==> src/rtl/hex_segment_decoder.sv <==
// Recovers a hex value from an active-low 7-seg bus, MSB digit first; done ND+1 edges after start (ND+3 with SEG_INPUT_SYNC_EN).
// No backpressure: start is taken only when idle, and a start while busy is dropped.
module hex_segment_decoder #(
  parameter int NUM_DIGITS = 8
) (
  input  logic                          clk,
  input  logic                          rst_n,
  input  logic                          start,
  input  logic [7*NUM_DIGITS-1:0]       seg_in,
  output logic                          busy,
  output logic                          done,
  output logic [4*NUM_DIGITS-1:0]       value,
  output logic                          err,
  output logic [$clog2(NUM_DIGITS)-1:0] err_digit
);

  localparam int IW = $clog2(NUM_DIGITS);
  localparam int VW = 4 * NUM_DIGITS;
  localparam int SW = 7 * NUM_DIGITS;

  localparam logic [1:0] ST_IDLE = 2'd0;
  localparam logic [1:0] ST_SCAN = 2'd1;
  localparam logic [1:0] ST_DONE = 2'd2;

  localparam logic [6:0] BLANK = 7'b1111111;

  logic [1:0]    state;
  logic [SW-1:0] shadow;
  logic [IW-1:0] idx;
  logic [VW-1:0] acc;
  logic          leading;
  logic          err_acc;
  logic [IW-1:0] err_idx;

  logic          start_q;
  logic [SW-1:0] seg_q;

`ifdef SEG_INPUT_SYNC_EN
  logic          start_s1;
  logic [SW-1:0] seg_s1;

  always_ff @(posedge clk or negedge rst_n) begin
    if (!rst_n) begin
      start_s1 <= 1'b0;
      start_q  <= 1'b0;
      seg_s1   <= '1;
      seg_q    <= '1;
    end else begin
      start_s1 <= start;
      start_q  <= start_s1;
      seg_s1   <= seg_in;
      seg_q    <= seg_s1;
    end
  end
`else
  assign start_q = start;
  assign seg_q   = seg_in;
`endif

  // Returns {known, nibble}; anything not in the glyph table is unknown.
  function automatic logic [4:0] decode_glyph(input logic [6:0] p);
    case (p)
      7'b1000000: decode_glyph = 5'h10;
      7'b1111001: decode_glyph = 5'h11;
      7'b0100100: decode_glyph = 5'h12;
      7'b0110000: decode_glyph = 5'h13;
      7'b0011001: decode_glyph = 5'h14;
      7'b0010010: decode_glyph = 5'h15;
      7'b0000010: decode_glyph = 5'h16;
      7'b1111000: decode_glyph = 5'h17;
      7'b0000000: decode_glyph = 5'h18;
      7'b0011000: decode_glyph = 5'h19;
      7'b0001000: decode_glyph = 5'h1A;
      7'b0000011: decode_glyph = 5'h1B;
      7'b1000110: decode_glyph = 5'h1C;
      7'b0100001: decode_glyph = 5'h1D;
      7'b0000110: decode_glyph = 5'h1E;
      7'b0001110: decode_glyph = 5'h1F;
      default:    decode_glyph = 5'h00;
    endcase
  endfunction

  logic [6:0] cur;
  logic [4:0] dec;
  logic       is_blank;
  logic       is_last;
  logic       dig_err;
  logic [3:0] nib;

  always_comb begin
    cur = BLANK;
    for (int i = 0; i < NUM_DIGITS; i++) begin
      if (idx == i[IW-1:0]) cur = shadow[7*i +: 7];
    end
  end

  always_comb begin
    dec      = decode_glyph(cur);
    is_blank = (cur == BLANK);
    is_last  = (idx == '0);
    dig_err  = 1'b0;
    nib      = 4'h0;
    if (is_blank) begin
      // Only leading positions may be blanked, and digit 0 is always shown.
      dig_err = !leading || is_last;
    end else if (dec[4]) begin
      nib     = dec[3:0];
      dig_err = leading && (dec[3:0] == 4'h0) && !is_last;
    end else begin
      dig_err = 1'b1;
    end
  end

  always_ff @(posedge clk or negedge rst_n) begin
    if (!rst_n) begin
      state     <= ST_IDLE;
      shadow    <= '1;
      idx       <= '0;
      acc       <= '0;
      leading   <= 1'b1;
      err_acc   <= 1'b0;
      err_idx   <= '0;
      done      <= 1'b0;
      value     <= '0;
      err       <= 1'b0;
      err_digit <= '0;
    end else begin
      done <= 1'b0;
      case (state)
        ST_IDLE: begin
          // The done cycle is still part of the busy window, so start is refused there too.
          if (start_q && !done) begin
            state   <= ST_SCAN;
            shadow  <= seg_q;
            idx     <= IW'(NUM_DIGITS - 1);
            acc     <= '0;
            leading <= 1'b1;
            err_acc <= 1'b0;
            err_idx <= '0;
          end
        end
        ST_SCAN: begin
          acc <= {acc[VW-5:0], nib};
          if (!is_blank) leading <= 1'b0;
          if (dig_err && !err_acc) begin
            err_acc <= 1'b1;
            err_idx <= idx;
          end
          if (is_last) state <= ST_DONE;
          else         idx   <= idx - 1'b1;
        end
        ST_DONE: begin
          done      <= 1'b1;
          value     <= acc;
          err       <= err_acc;
          err_digit <= err_idx;
          state     <= ST_IDLE;
        end
        default: state <= ST_IDLE;
      endcase
    end
  end

  assign busy = (state != ST_IDLE) || done;

endmodule

==> config.mk <==
export PLATFORM = sky130hd
export DESIGN_NAME = hex_segment_decoder
export DESIGN_NICKNAME = d
export VERILOG_FILES = /design/src/rtl/hex_segment_decoder.sv
export SDC_FILE = /design/constraint.sdc
export NUM_CORES = 1
export LEC_CHECK = 0
export CAP_MARGIN = 20
export CORE_MARGIN = 1
export CORE_UTILIZATION = 40
export CTS_CLUSTER_SIZE = 16
export DETAILED_ROUTE_END_ITERATION = 10
export SKIP_LAST_GASP = 1
export SLEW_MARGIN = 20
export SYNTH_ARGS = -nofsm -noshare
export SYNTH_HDL_FRONTEND = slang
export SYNTH_SLANG_ARGS = --single-unit
==> constraint.sdc <==
create_clock -name clk -period 4 [get_ports clk]
set_clock_uncertainty 0.2 [all_clocks]
set_input_delay 1.2 -clock clk [delete_from_list [all_inputs] [get_ports clk]]
set_output_delay 1.2 -clock clk [all_outputs]
set_load 0.05 [all_outputs]
After elaboration in Yosys (flattened, before gate mapping):

Index checks and enable logic that the tools add are counted.

* register bits: 135
* bits of input ports: 59
* output and inout bits: 38
* word-level logic and storage cells: 95

* add/sub/neg operators: 1
* equal/unequal tests: 30
* mux-type cells: 31
* reductions and logical operators: 22

Operators with widths (number)
* case mux 5 bit (16 select lines): 1
* case mux 32 bit (2 select lines): 1
* two-way mux 7 bit: 8
* equality test 7 bit (second input constant): 5
* two-way mux 32 bit: 1
* equality test 7 x 5 -> 1 bit (second input constant): 3
* equality test 7 x 6 -> 1 bit (second input constant): 3
* equality test 7 x 2 -> 1 bit (second input constant): 2
* equality test 7 x 4 -> 1 bit (second input constant): 2
* equality test 3 bit (second input constant): 4
* two-way mux 3 bit: 4
* case mux 3 bit (2 select lines): 2
* != test 2 bit (second input constant): 5
* AND reduction 3 bit: 3
* two-way mux 4 bit: 2
* equality test 7 x 3 -> 1 bit (second input constant): 1
* logical NOT 7 bit: 1
* two-way mux 1 bit: 7
* equality test 3 x 2 -> 1 bit (second input constant): 2
* AND reduction 2 bit: 3
* logical AND 1 bit: 4
* logical NOT 1 bit: 4
* logical NOT 4 bit: 1
* two-way mux 2 bit: 2
* other kinds (10): 13

Depth between registers and ports, before layout:

* depth after elaboration: 19
* depth in mapped cells: 14

Worst setup path after synthesis:

Ideal clock, no wire load.

* path kind: reg-to-reg
* start point: register idx[0]
* end point: register err_idx[0]
* library setup time: 0.079 ns
* data arrival time: 2.925 ns
* data required time: 3.721 ns
* setup slack: 0.795 ns
* cell stages (with the launch flop): 14
* buffers on the path: 2
* clock period less this slack: 3.205 ns
* cells stage by stage: dfrtp_1 -> inv_1 -> ha_1 -> buf_2 -> buf_4 -> nand2_1 -> o21ai_0 -> a222oi_1 -> nand3b_1 -> nand2_1 -> a2111oi_1 -> o2111ai_1 -> a21oi_2 -> mux2i_1

* longest elaborated chain between the ends: 19

Ends and longest elaborated chain
* from (decl): line 29 `logic [IW-1:0] idx;`
* from (signal assigned): line 135 `idx <= IW'(NUM_DIGITS - 1);`
* from (signal assigned): line 150 `else idx <= idx - 1'b1;`
* logical NOT 3 bit: line 93, 100
* two-way mux 7 bit (8 in a row): line 93 `if (idx == i[IW-1:0]) cur = shadow[7*i +: 7];`
* equality test 7 x 4 -> 1 bit, or another cell as far along: line 62 `case (p)`
* case mux 5 bit (16 select lines): line 62
* logical NOT 4 bit: line 108 `dig_err = leading && (dec[3:0] == 4'h0) && !is_last;`
* logical AND 1 bit (2 in a row): line 108
* two-way mux 1 bit: line 106 `end else if (dec[4]) begin`
* two-way mux 1 bit: line 103 `if (is_blank) begin`
* logical AND 1 bit: line 145 `if (dig_err && !err_acc) begin`
* != test 2 bit (no source line)
* AND reduction 3 bit (no source line)
* to (signal assigned): line 147 `err_idx <= idx;`
* to (decl): line 33 `logic [IW-1:0] err_idx;`

Parallel ways exist; a longest one is shown, timed or not. The select of a mux whose other input is x is not followed.
A chain may end at the register's enable or synchronous reset.

Worst setup path after layout:

* start point: register idx[0]
* end point: register err_idx[1]

* longest elaborated chain between the ends: 19

Ends and longest elaborated chain (line)
* logical NOT 3 bit: 93, 100
* two-way mux 7 bit (8 in a row): 93
* equality test 7 x 4 -> 1 bit, or another cell as far along: 62
* case mux 5 bit (16 select lines): 62
* logical NOT 4 bit: 108
* logical AND 1 bit (2 in a row): 108
* two-way mux 1 bit: 106
* two-way mux 1 bit (*): 103
* logical AND 1 bit (*): 145
* != test 2 bit (no source line) (*)
* AND reduction 3 bit (no source line) (*)

Mark *: on every way between the ends. The rest lies on a longest branch, timed or not.

==> impl_metrics.csv <==
group,metric,value,unit
sta,hold_violations,0,
yosys,ys_async_sr_fraction,100,%
route,drc_errors,0,
yosys,ys_seq_elements,135,
worst_setup_path,worstSetupStartpointType,"flip-flop",
clock_tree,numCtsBuffers,17,
pwr,comb_power_share,43.0,%
cells_and_area,fin_nets,830,
status,outcome,"complete, no violations",
worst_setup_path,ff2ff_setup_slack,0.28,ns
yosys,yosysUniqueCellTypes,51,
clock_tree,ctsHtreeMaxLevel,4,
yosys,yosysMostFrequentCell,"nand2_1",
cells_and_area,n_antenna_cell,0,
pwr,power.share.clock,22.7,%
global_route,grtUsageTotal,20.1,%
worst_setup_path,crit_chain,"inv_1 > ha_1 > buf_4 > nor3b_1 > o311ai_1 > a32oi_2 > buf_4 > nand4_1 > nand2_1 > a2111oi_1 > o2111ai_1 > a21oi_2 > mux2i_1",
global_route,grt_pass1_vias,5000,
clock_tree,clockBufferDepth,2,
route,drt_first_pass_iters,4,
yosys,post-synth-top-area-fraction,31.2,%
clock_tree,ctsHoldBuffers,0,
pwr,switchingPower,2.89,mW
sta,setup_viol,0,
die,rows,45,
worst_setup_path,arrival,3.87,ns
route,antenna_left,0,
clock_tree,clk_pin_slew,0.06,ns
placement,hpwl,10800,microns
die,die_h,127,microns
die,die_x,127,microns
worst_setup_path,r2r_start,"idx[0]",
route,routed_wirelength,15000,microns
yosys,synth_fp_nets,728,
placement,portBuffers,96,
worst_setup_path,rr_worst_depth,13,
clock_tree,cts_tree,"done",
die,core_area,15300,sq um
die,dieArea,16200,sq um
sta,whs,0.254,ns
sta,slew_headroom,40.1,%
pwr,power_leakage,3.54,nW
route,vias_per_cell,4.99,
hold_path,hold_path_depth,2,
worst_setup_path,cp-end-kind,"flip-flop",
worst_setup_path,cp.required,4.14,ns
yosys,synth_seq_area_share,55.1,%
worst_setup_path,crit_type,"flip-flop to flip-flop",
pwr,swShare,39.9,%
pwr,cellPowerDensity,883,nW/um^2
yosys,synth.top_cells.by_count,"250 x nand2_1, 78 x dfrtp_1, 57 x dfstp_2, 41 x o21ai_0, 36 x mux2_2",
clock_tree,insertion_delay,0.42,ns
global_route,overflow,0,
global_route,antenna_found_initial,0,
sta,drv_slew,0,
yosys,yosys_most_used_dff,"dfrtp_1",
pwr,seq_power_share,34.3,%
sta,fin_crit,3.72,ns
worst_setup_path,crit_fanout,10,
hold_path,min_path_type,"flip-flop to flip-flop",
global_route,grt_pass1_wl,25400,microns
clock_tree,root_buffer,"clkbuf_16",
route,drt-wirelength-per-cell,15.1,microns
worst_setup_path,rr_endpoint,"err_idx[1]",
clock_tree,clkSinkCount,135,
global_route,grt_max_degree,71,
worst_setup_path,cpMostUsedCell,"buf_4",
placement,place_congestion,0.865,
cells_and_area,drive_above_1_share,20.7,%
worst_setup_path,cp_slowest_cell,"dfrtp_1",
yosys,synth_area_leaders,"dfrtp_1 31%, dfstp_2 24%, nand2_1 15%",
sta,tns,0,ns
die,initial_core_util,41.1,%
worst_setup_path,max_stage_delay,0.44,ns
cells_and_area,syn_to_final_growth,30.5,%
pwr,finalPower,7.23,mW
yosys,syn-cell-area,6270,sq um
sta,fmax,269,MHz
yosys,syn-mean-instance-area,9.44,sq um
die,ios,97,
yosys,yosysWarnings,0,
sta,worst_slew_pin_slew,0.899,ns
job,max-cap-violations,0,
yosys,synth_cells,664,
pwr,p_int,4.34,mW
route,first_iter_violations,255,
route,vias,4932,
pwr,vdd_drop_max,0.367,mV
yosys,synth_edf_count,0,
yosys,synth_top_area_cell,"dfrtp_1",
hold_path,min_from,"shadow[32]",
sta,finalCritPeriodShare,93.1,%
hold_path,hold_end,"shadow[32]",
## power by group through the flow
stage | Sequential, mW | Clock (mW) | Combinational (mW)
floorplan | 2.76 | 0 | 1.71
global placement | 2.50 | 0 | 3.00
detailed placement | 2.51 | 0 | 3.02
CTS | 2.49 | 1.67 | 3.04
global route | 2.55 | 1.74 | 3.41
finish | 2.48 | 1.64 | 3.11
## worst max-delay path by stage
stage | end | start | slack (ns)
after global routing | err_idx[0] | idx[0] | -0.005
after detailed placement | err_idx[1] | idx[0] | 0.002
after global placement | err_acc | idx[1] | 0.09
after CTS | err_idx[1] | idx[0] | 0.004
after floorplan | err_idx[0] | idx[0] | 0.80
final | err_idx[1] | idx[0] | 0.28
## layout make-up
class,instances,area (sq um)
fill,1415,7080
sequential,135,3450
clock buffer,20,447
multi-input combinational,485,2660
timing repair buffer,123,1170
inverter,4,15.0
tap,211,264
clock inverter,11,173
## registers in the layout, indices dropped and copies added, names as in the netlist
signal     count
state          2
err_idx        3
idx            3
leading        1
err            1
err_acc        1
acc           32
shadow        56
done           1
value         32
err_digit      3
## cells by family after synthesis
| logic type | after synthesis | synth area share [%] |
|---|---|---|
| buffers and inverters | 44 | 2.84 |
| AO/OA/AOI/OAI | 99 | 10.6 |
| flip-flops | 135 | 55.1 |
| AND/OR/NAND/NOR | 342 | 23.6 |
| multiplexers | 39 | 6.95 |
| adder cells (fa/ha/maj) | 5 | 0.998 |
## routing by layer
layer,up-vias,global-route usage [%],part of all wire [%]
met5,-,0,0
met4,0,7.00,1.8
met3,19,5.44,3.6
met2,120,32.1,47
met1,2357,26.5,47
li1,2436,-,-
## placed cells by master (no fill, tap or decap), types with 5 or more instances in the layout
master and n:
o32ai_1 5, nor3_1 8, clkbuf_16 17, mux2_2 36, nand3_1 9, o21ai_0 41
buf_4 27, nand2b_1 6, nor3b_1 10, clkdlybuf4s50_1 95, nand2_1 249, dfrtp_1 78
nor2_1 13, nor2b_1 25, a21oi_1 8, dfstp_2 57
## what timing repair did
item	CTS	global route
setup buffers	0	3
pin swaps	1	2
setup endpoints to repair	3	6
gates resized for setup	0	5
## metrics by stage
step	util, %	area, sq um	instances	setup WS [ns]
2_1_floorplan	-	6270	664	0.795
3_3_place_gp	49.3	7530	955	0.0860
3_5_place_dp	49.3	7530	955	0.00173
4_1_cts	53.4	8150	986	0.00404
5_1_grt	53.6	8180	989	-0.00497
6_report	53.6	8180	989	0.276
## critical path, delay by kind of cell (launching register included)
family          cells  cell delay [ns]
compound gates      5             1.58
fa+ha+maj           1             0.32
buf+inv             3             0.53
flops               1             0.44
mux                 1             0.22
simple gates        3             0.34
Note: power is estimated with default switching activity, not from simulation.
